$ cat src/rtl/vga_frame_reader_pkg.sv
// Shared constants and op codes for the VGA frame reader and its ZBT op pipeline.
//   ZBT_ADDR_W  ZBT word address width; the MSB selects the frame bank.
//   ZBT_DATA_W  ZBT word width: two 18-bit pixels.
//   ZBT_LAT     ZBT pipeline latency from address to data, in cycles.
//   LINE_WORDS  Words per display line (640 px / 2).
//   op_e        Kind of memory slot issued in a cycle.
package vga_frame_reader_pkg;

    localparam int ZBT_ADDR_W = 19;
    localparam int ZBT_DATA_W = 36;
    localparam int ZBT_LAT    = 2;
    localparam int LINE_WORDS = 320;

    typedef enum logic [1:0] {
        OP_IDLE = 2'd0,
        OP_RD   = 2'd1,
        OP_WR   = 2'd2
    } op_e;

endpackage

$ cat src/rtl/zbt_op_pipe.sv
// Delay line that tracks each issued memory slot until its data phase on the ZBT.
//   clock     in   System clock, posedge.
//   reset     in   Synchronous, active-high; flushes every stage to OP_IDLE.
//   op_in     in   Slot kind issued this cycle.
//   data_in   in   Write data captured alongside a WRITE slot.
//   op_out    out  Slot kind issued DEPTH cycles ago.
//   data_out  out  Data travelling with op_out.
module zbt_op_pipe
    import vga_frame_reader_pkg::*;
#(
    parameter int DEPTH  = ZBT_LAT,
    parameter int DATA_W = ZBT_DATA_W
) (
    input  logic              clock,
    input  logic              reset,
    input  op_e               op_in,
    input  logic [DATA_W-1:0] data_in,
    output op_e               op_out,
    output logic [DATA_W-1:0] data_out
);

    op_e               op_q   [DEPTH];
    logic [DATA_W-1:0] data_q [DEPTH];

    // NOTE: sequential state uses non-blocking assignments so every stage
    // samples the value its neighbour held before the edge.
    always_ff @(posedge clock) begin
        if (reset) begin
            for (int i = 0; i < DEPTH; i++) op_q[i] <= OP_IDLE;
        end else begin
            op_q[0] <= op_in;
            for (int i = 1; i < DEPTH; i++) op_q[i] <= op_q[i-1];
        end
    end

    // NOTE: the data lane is deliberately not reset; it is only ever consumed
    // when the matching op stage says WRITE, and the op lane is flushed.
    always_ff @(posedge clock) begin
        data_q[0] <= data_in;
        for (int i = 1; i < DEPTH; i++) data_q[i] <= data_q[i-1];
    end

    assign op_out   = op_q[DEPTH-1];
    assign data_out = data_q[DEPTH-1];

endmodule

$ cat src/rtl/vga_frame_reader.sv
// Arbitrates VGA word reads and pipeline frame writes onto a double-buffered ZBT.
// Reads have strict priority; writes go to the back bank; the display bank swaps
// only on a read of word (0,0) after a frame_flag.
//   clock, reset                 System clock; synchronous active-high reset.
//   frame_flag                   Pulse: back bank complete, request a swap.
//   vga_flag, hcount, vcount     Read request for the word holding (hcount, vcount).
//   done_vga                     Pulse: read address issued.
//   vga_pixel, vga_pixel_vld     Read data and its one-cycle valid.
//   wr_req, wr_addr, wr_data     Held write request into the back bank.
//   wr_ack                       Pulse: write address issued.
//   mem_addr, mem_we_b           ZBT address and active-low write enable.
//   mem_wdata, mem_wdata_oe      ZBT write data and its bus drive enable.
//   mem_rdata                    ZBT read data.
module vga_frame_reader
    import vga_frame_reader_pkg::*;
#(
    parameter int ADDR_W  = ZBT_ADDR_W,
    parameter int DATA_W  = ZBT_DATA_W,
    parameter int MEM_LAT = ZBT_LAT
) (
    input  logic              clock,
    input  logic              reset,
    input  logic              frame_flag,
    input  logic              vga_flag,
    input  logic [9:0]        hcount,
    input  logic [9:0]        vcount,
    output logic              done_vga,
    output logic [DATA_W-1:0] vga_pixel,
    output logic              vga_pixel_vld,
    input  logic              wr_req,
    input  logic [ADDR_W-2:0] wr_addr,
    input  logic [DATA_W-1:0] wr_data,
    output logic              wr_ack,
    output logic [ADDR_W-1:0] mem_addr,
    output logic              mem_we_b,
    output logic [DATA_W-1:0] mem_wdata,
    output logic              mem_wdata_oe,
    input  logic [DATA_W-1:0] mem_rdata
);

    localparam int ROW_W = ADDR_W - 1;

    logic              display_bank;
    logic              swap_pend;
    logic              swap_now;
    logic              read_bank;
    logic [ROW_W-1:0]  rd_offset;
    op_e               slot;
    logic [DATA_W-1:0] pipe_data_in;
    op_e               tail_op;
    logic [DATA_W-1:0] tail_data;
    logic              rd_due;
    logic              unused_hcount_lsb;

    // Words hold pixel pairs, so the low column bit never reaches the address.
    assign unused_hcount_lsb = hcount[0];

    // NOTE: every always_comb output gets a default first so no path can
    // leave it unassigned and infer a latch.
    always_comb begin
        slot = OP_IDLE;
        if (vga_flag)    slot = OP_RD;
        else if (wr_req) slot = OP_WR;

        // The swap is decided combinationally so the very read that starts
        // the new frame already uses the new display bank.
        swap_now  = vga_flag && swap_pend && (hcount == 10'd0) && (vcount == 10'd0);
        read_bank = display_bank ^ swap_now;

        // Constant multiply by 320 reduces to (v<<8)+(v<<6); out-of-range
        // inputs simply wrap inside the bank.
        rd_offset = ROW_W'(vcount) * ROW_W'(LINE_WORDS) + ROW_W'(hcount[9:1]);

        pipe_data_in = (slot == OP_WR) ? wr_data : '0;
    end

    zbt_op_pipe #(
        .DEPTH  (MEM_LAT),
        .DATA_W (DATA_W)
    ) u_op_pipe (
        .clock    (clock),
        .reset    (reset),
        .op_in    (slot),
        .data_in  (pipe_data_in),
        .op_out   (tail_op),
        .data_out (tail_data)
    );

    always_ff @(posedge clock) begin
        if (reset) begin
            display_bank  <= 1'b0;
            swap_pend     <= 1'b0;
            done_vga      <= 1'b0;
            wr_ack        <= 1'b0;
            mem_addr      <= '0;
            mem_we_b      <= 1'b1;
            mem_wdata     <= '0;
            mem_wdata_oe  <= 1'b0;
            rd_due        <= 1'b0;
            vga_pixel     <= '0;
            vga_pixel_vld <= 1'b0;
        end else begin
            // Issue stage.
            done_vga <= (slot == OP_RD);
            wr_ack   <= (slot == OP_WR);
            mem_we_b <= (slot != OP_WR);
            case (slot)
                OP_RD:   mem_addr <= {read_bank, rd_offset};
                OP_WR:   mem_addr <= {~display_bank, wr_addr};
                default: mem_addr <= mem_addr;
            endcase

            if (swap_now) display_bank <= ~display_bank;
            // A new frame_flag wins over the clear on the swap cycle.
            if (frame_flag)    swap_pend <= 1'b1;
            else if (swap_now) swap_pend <= 1'b0;

            // Data phase of ops issued MEM_LAT cycles ago.
            mem_wdata_oe <= (tail_op == OP_WR);
            if (tail_op == OP_WR) mem_wdata <= tail_data;

            // Read data is on the bus during the cycle after the tail stage,
            // so it is captured one edge later.
            rd_due        <= (tail_op == OP_RD);
            vga_pixel_vld <= rd_due;
            if (rd_due) vga_pixel <= mem_rdata;
        end
    end

endmodule

$ cat config.mk
export PLATFORM = sky130hd
export DESIGN_NAME = vga_frame_reader
export DESIGN_NICKNAME = d
export VERILOG_FILES = /design/src/rtl/vga_frame_reader_pkg.sv /design/src/rtl/zbt_op_pipe.sv /design/src/rtl/vga_frame_reader.sv
export SDC_FILE = /design/constraint.sdc
export NUM_CORES = 1
export LEC_CHECK = 0
export CAP_MARGIN = 20
export CORE_MARGIN = 2
export CORE_UTILIZATION = 49
export DETAILED_ROUTE_END_ITERATION = 6
export PLACE_DENSITY = 0.89
export SLEW_MARGIN = 0
export SYNTH_ARGS = -nofsm -noshare
export SYNTH_HDL_FRONTEND = slang
export SYNTH_HIERARCHICAL = 1
export SYNTH_SLANG_ARGS = --single-unit
$ cat constraint.sdc
create_clock -name clock -period 8.15 [get_ports clock]
set_input_delay 2.445 -clock clock [delete_from_list [all_inputs] [get_ports clock]]
set_output_delay 2.445 -clock clock [all_outputs]
set_load 0.01 [all_outputs]
==> impl_metrics.toml, run 1 <==
[power]
p_switching_mw = 0.455
power.density_nw_per_um2 = 222
total_power_mw = 2.00
p_seq_frac = 0.449
p_leak_nw = 3.39
internal-power_mw = 1.55
p_sw_frac = 0.227
comb_power_share = 0.115
p_clk_frac = 0.436
max-vdd-ir-drop_v = 0.000137

[yosys]
synth.most_common_cell = "dfxtp_1"
synthCells = 638
yosys_warnings = 6
avgSynthCellArea_um2 = 10.1
synthFlopType = "dfxtp_1"
synth-async-reset-ratio = 0
yosysTopAreaCell = "dfxtp_1"
synth.distinct_cells = 49
netlist_area_um2 = 6420
synthTopCellsByArea = "dfxtp_1 55%, mux2i_1 7.3%, buf_4 4.4%, nand2_1 4.4%, a21oi_1 4.1%"
synth_edf_count = 0
synth.top_cell.area_share = 0.546
synth_commonest_cells = "175 x dfxtp_1, 75 x nand2_1, 63 x nor2_1"
synth_fp_nets = 774
seq_area_frac_synth = 0.546
ys_ff_latch = 175

[critical_path]
reg2reg_depth = 5
start_kind = "input port"
crit_top_cell = "ha_1"
critPathMaxFanout = 4
r2r-start = "swap_pend"
critical_path_class = "in -> reg"
path_delay_family = "adder cells"
reg2reg_to = "mem_addr[18]"
cp-end-kind = "flop"
slowest_delay_ps = 470
path_cells = "clkdlybuf4s50_1, ha_1, ha_1, fa_1, a21o_1, a21oi_1, xnor2_1, nand4_2, nor4_1, a2111oi_2"
cp.required_ps = 8410
rrSetupSlack_ps = 6510
cp_slowest_cell = "clkdlybuf4s50_1"
crit_buf_inv = 1
arrival_ps = 5320

[timing]
worst_pin_slew_ps = 1100
skew_ps = 8.63
setup_violations = 0
finalHoldViolations = 0
max_freq_mhz = 197
grt_setup_unrepaired = "false"
worst_slew_margin_rel = 0.266
finalCritPeriodShare = 0.622
fin_setup_tns_ps = 0
maxSlewViolCount = 0
period_needed_ps = 5070

[global_routing]
grt_pass1_vias = 5139
antenna_found_initial = 0
grtUsageTotal = 0.224
grt_start_max_net_pins = 103
gr-total-overflow = 0
grt_pass1_wl_um = 25000

[hold_path]
min-delay-start = "u_op_pipe/data_q[0][22]"
hold_path.class = "reg -> reg"
hold_depth = 0
whs_endpoint = "u_op_pipe/data_q[0][58]"

[cells_and_area]
syn_to_final_growth_pct = 40.5
n_fill_cell = 943
ff_latch_area_um2 = 3500
fin_nets = 937
final_util = 0.709
antenna_cells = 0
multi_input_area_um2 = 2480
drive_above_1_share = 0.0627
layout.cell_area.non_filler_um2 = 9020

[clocking]
cts_buffers = 17
clockBufferDepth = 2
cts_resized = 0
hold_buffers = 0
cts_tree = "built"
htree_levels = 4
clock_tree.root_cell = "clkbuf_16"
cts_sinks = 175
worstSkewPairLatency_ps = 420
path_clk_slew_ps = 70
post-cts-setup-buffers = 0

[routing]
route.detailed.drc = 0
vias = 4921
ant_nets = 0
avgViaCountPerCell = 4.99
wl_um = 15600
drt_iter0_drc = 225
avgRoutedWirePerCell_um = 15.8
dr.pass1.iters = 4

[floorplanning]
die_w_um = 118
die-area_um2 = 14000
die_h_um = 118
row_count = 41
start_util = 0.505
io_pins = 211
core_um2 = 12700

[placed_design]
io_buffers = 210
post_dp_cell_area_um2 = 8360
detailed_place_hpwl_um = 10800
place.gp.congestion = 0.848

[status]
status = "finished clean"

[run]
maxCapViolCount = 0
==> worst max-delay path by stage <==
stage / cells past startpoint / slack (ps) / to / startpoint
5_1_grt: 10 / 2950 / mem_addr[17] / vcount[1]
2_1_floorplan: 9 / 3460 / mem_addr[16] / vcount[1]
3_3_place_gp: 10 / 2840 / mem_addr[16] / vcount[1]
6_report: 10 / 3080 / mem_addr[17] / vcount[1]
3_5_place_dp: 10 / 2630 / mem_addr[17] / vcount[1]
4_1_cts: 10 / 3090 / mem_addr[17] / vcount[1]
==> power groups by stage <==
| stage | combinational, mW | sequential (mW) | clock [mW] |
|---|---|---|---|
| 6_report | 0.231 | 0.900 | 0.873 |
| 2_1_floorplan | 0.122 | 0.921 | 0 |
| 5_1_grt | 0.252 | 0.902 | 0.925 |
| 3_3_place_gp | 0.223 | 0.916 | 0 |
| 4_1_cts | 0.232 | 0.900 | 0.889 |
| 3_5_place_dp | 0.230 | 0.918 | 0 |
==> metal layers <==
layer  global-route usage  vias up  routed length, um
met3               0.0661       29                881
met5                    0        -                  0
met4               0.0923        0                418
li1                     -     2422                  -
met2                0.414      156               8210
met1                0.235     2314               6110
==> registers in the layout (all words and copies together) (netlist names) <==
register and cells:
wr_ack 1, mem_addr 19, mem_wdata 36, mem_wdata_oe 1, vga_pixel_vld 1, rd_due 1, mem_we_b 1, vga_pixel 36
swap_pend 1, display_bank 1, u_op_pipe/op_q 4, done_vga 1, u_op_pipe/data_q 72
==> metrics by stage <==
step / setup WS, ps / hold WS [ps] / cells
global placement: 2840 / 310 / 954
floorplan: 3460 / 310 / 638
CTS: 3090 / 323 / 986
detailed placement: 2630 / 312 / 954
global route: 2950 / 326 / 986
finish: 3080 / 321 / 986
==> kinds of logic (layout without fill, tap and decap cells) <==
family,count (synthesis),after routing,synth area share
AO/OA/AOI/OAI,86,86,0.0873
adder cells (fa/ha/maj),21,21,0.0433
multiplexers,48,48,0.0750
flip-flops,175,175,0.546
XOR/XNOR,14,14,0.0203
AND/OR/NAND/NOR,217,217,0.160
buffers and inverters,77,253,0.0680
==> cell usage in the layout (no fill, tap or decap), types with 2 or more instances in the layout <==
master / instances
o21ai_0: 3
and2_1: 37
nor2b_2: 2
mux2i_1: 47
inv_1: 5
dfxtp_1: 174
a21oi_1: 52
nor4_1: 4
clkbuf_8: 2
bufinv_16: 4
nor4b_1: 2
nand3_1: 2
clkdlybuf4s50_1: 209
ha_1: 19
xnor2_1: 7
clkinvlp_4: 4
nand2_1: 75
buf_4: 6
nor2b_1: 13
a21o_1: 3
nor3b_1: 2
a211oi_1: 15
nor3_1: 3
inv_6: 3
o2111ai_1: 2
nor2_1: 63
xor2_1: 6
nand2b_1: 3
a2111oi_2: 2
nand4_1: 2
clkbuf_16: 17
fa_1: 2
==> layout make-up <==
type / count / share of cell area
Clock buffer: 19 / 0.0502
Clock inverter: 13 / 0.0223
Inverter: 6 / 0.00250
Multi-Input combinational cell: 386 / 0.276
Sequential cell: 175 / 0.389
Tap cell: 172 / 0.0239
Timing Repair Buffer: 215 / 0.237
(Power assumes the default switching activity.)
==> run 2: changes to the inputs <==
--- a/config.mk
+++ b/config.mk
@@ -7,9 +7,9 @@
 export LEC_CHECK = 0
 export CAP_MARGIN = 20
 export CORE_MARGIN = 2
-export CORE_UTILIZATION = 49
+export CORE_UTILIZATION = 41
 export DETAILED_ROUTE_END_ITERATION = 6
-export PLACE_DENSITY = 0.89
+export PLACE_DENSITY = 0.8
 export SLEW_MARGIN = 0
 export SYNTH_ARGS = -nofsm -noshare
 export SYNTH_HDL_FRONTEND = slang
==> constraint.sdc (replaced) <==
create_clock -name clock -period 4.12 [get_ports clock]
set_input_delay 1.236 -clock clock [delete_from_list [all_inputs] [get_ports clock]]
set_output_delay 1.236 -clock clock [all_outputs]
set_load 0.01 [all_outputs]
==> run 2 against run 1 <==
Compared with the run above: combinational power rose by 100%; total power rose by 89%; final area rose by 0.68%; register-to-register slack got worse by 4000 ps; global-route usage fell by 5.2 points; first-iteration DRC count fell by 32%; sequential share of layout area fell by 0.26 points; non-clock buffer count rose by 10; sequential power rose by 97%; worst hold slack got worse by 2.0 ps; critical path depth did not move; sequential cell count did not move; critical path type unchanged.
==> impl_metrics.toml, run 2 (same netlist as run 1, synthesis figures left out) <==
[cells_and_area]
syn_to_final_growth_pct = 41.4
largest_reg_flops = 72
ff_latch_area_um2 = 3500
top_register = "u_op_pipe/data_q"
fin_nets = 947
multi_input_area_um2 = 2480
antenna_cells = 0
reg.largest.list = "u_op_pipe/data_q x72, mem_wdata x36, vga_pixel x36"
fin_cells = 1035
final_cell_mix = "209 x clkdlybuf4s50_1, 174 x dfxtp_1, 75 x nand2_1"
n_fill_cell = 1294
drive_above_1_share = 0.0740
final_common_cell = "clkdlybuf4s50_1"

[critical_path]
critical_path_class = "in -> reg"
r2r-start = "swap_pend"
cp-endpoint = "mem_addr[17]"
slowest_delay_ps = 420
rrSetupSlack_ps = 2520
crit_top_cell = "ha_1"
arrival_ps = 3960
path_cells = "clkdlybuf4s50_1, ha_1, ha_1, fa_1, a21o_1, a221oi_1, xnor2_1, nand2_2, o211a_1, a2111oi_2"
cp.required_ps = 4440
reg2reg_to = "mem_addr[18]"
startpoint = "vcount[1]"
reg2reg_depth = 5
cp-end-kind = "flop"
cp_slowest_cell = "clkdlybuf4s50_1"
start_kind = "input port"
critPathMaxFanout = 3

[floorplanning]
core_um2 = 15300
start_util = 0.421
die-area_um2 = 16700
io_pins = 211
row_count = 45
die_h_um = 129
die_w_um = 129

[placed_design]
place.gp.congestion = 0.770
post-place-cells = 1002
detailed_place_hpwl_um = 10200
io_buffers = 210

[clocking]
htree_levels = 4
cts_resized = 0
cts_buffers = 17
path_clk_slew_ps = 60
post-cts-setup-buffers = 0
clockBufferDepth = 2
cts_sinks = 175
clock_tree.root_cell = "clkbuf_16"
hold_buffers = 0
cts_tree = "built"
worstSkewPairLatency_ps = 420

[power]
power.density_nw_per_um2 = 416
p_leak_nw = 3.42
max-vdd-ir-drop_v = 0.000262

[global_routing]
grt_start_max_net_pins = 78
grtUsageTotal = 0.172
grt_pass1_vias = 4546
gr-total-overflow = 0
grt_pass1_wl_um = 22200
antenna_found_initial = 0

[run]
maxCapViolCount = 0

[routing]
dr.pass1.iters = 4
avgRoutedWirePerCell_um = 13.8
vias = 4753
dr_wl_met2_um = 6940
avgViaCountPerCell = 4.59
ant_nets = 0
highest_layer = "met4"
wl_met3_um = 1040
route.detailed.drc = 0
wl_um = 14200
wl_met1_um = 6060
drt_iter0_drc = 154

[timing]
finalCritPeriodShare = 0.884
max_freq_mhz = 275
grt_setup_unrepaired = "false"
worst_pin_slew_ps = 821
setup_violations = 0
finalHoldViolations = 0
period_needed_ps = 3640
worst_slew_margin_rel = 0.453
skew_ps = 8.82
fin_setup_tns_ps = 0
maxSlewViolCount = 0

[hold_path]
hold_path.class = "reg -> reg"

[status]
status = "finished clean"
-- run 2: worst min path at each step --
stage,from,endpoint,slack (ps),cells after the start
detailed placement,u_op_pipe/data_q[0][1],u_op_pipe/data_q[0][37],310,0
global placement,u_op_pipe/data_q[0][26],u_op_pipe/data_q[0][62],310,0
finish,u_op_pipe/data_q[0][32],u_op_pipe/data_q[0][68],320,0
CTS,u_op_pipe/data_q[0][32],u_op_pipe/data_q[0][68],320,0
floorplan,u_op_pipe/data_q[0][0],u_op_pipe/data_q[0][36],310,0
global route,u_op_pipe/data_q[0][32],u_op_pipe/data_q[0][68],320,0
-- run 2: final cells by class --
cell class	count	area share
multi-input cells	386	0.274
repair buffers	225	0.245
clock inverters	13	0.0139
flip-flops and latches	175	0.386
inverters	6	0.00248
well taps	211	0.0291
clock buffers	19	0.0499
-- run 2: layer usage --
| layer | GRT usage | vias up |
|---|---|---|
| li1 | - | 2442 |
| met2 | 0.286 | 136 |
| met1 | 0.199 | 2158 |
| met3 | 0.0718 | 17 |
| met5 | 0 | - |
| met4 | 0.0614 | 0 |
-- run 2: power by group --
group	switching, mW	total [mW]	internal [mW]
clock	0.667	1.54	0.876
sequential	0.0219	1.77	1.75
combinational	0.202	0.464	0.263
-- run 2: through the flow --
stage	area (um2)	total power, mW	hold WS [ps]	util	setup WS [ps]
floorplan	6420	2.06	310	-	636
global placement	8480	2.27	310	0.556	53.3
detailed placement	8480	2.28	312	0.556	35.9
CTS	9060	3.82	320	0.594	483
global route	9080	3.95	321	0.595	267
finish	9080	3.78	319	0.595	480
-- run 2: worst max-delay path: cells and delay by family --
| family | cells | cell delay, ps |
|---|---|---|
| AOI/OAI and AO/OA | 4 | 1000 |
| adders and majority gates | 3 | 970 |
| buffers and inverters | 1 | 420 |
| xor gates and xnor gates | 1 | 240 |
| and+or+nand+nor | 1 | 100 |
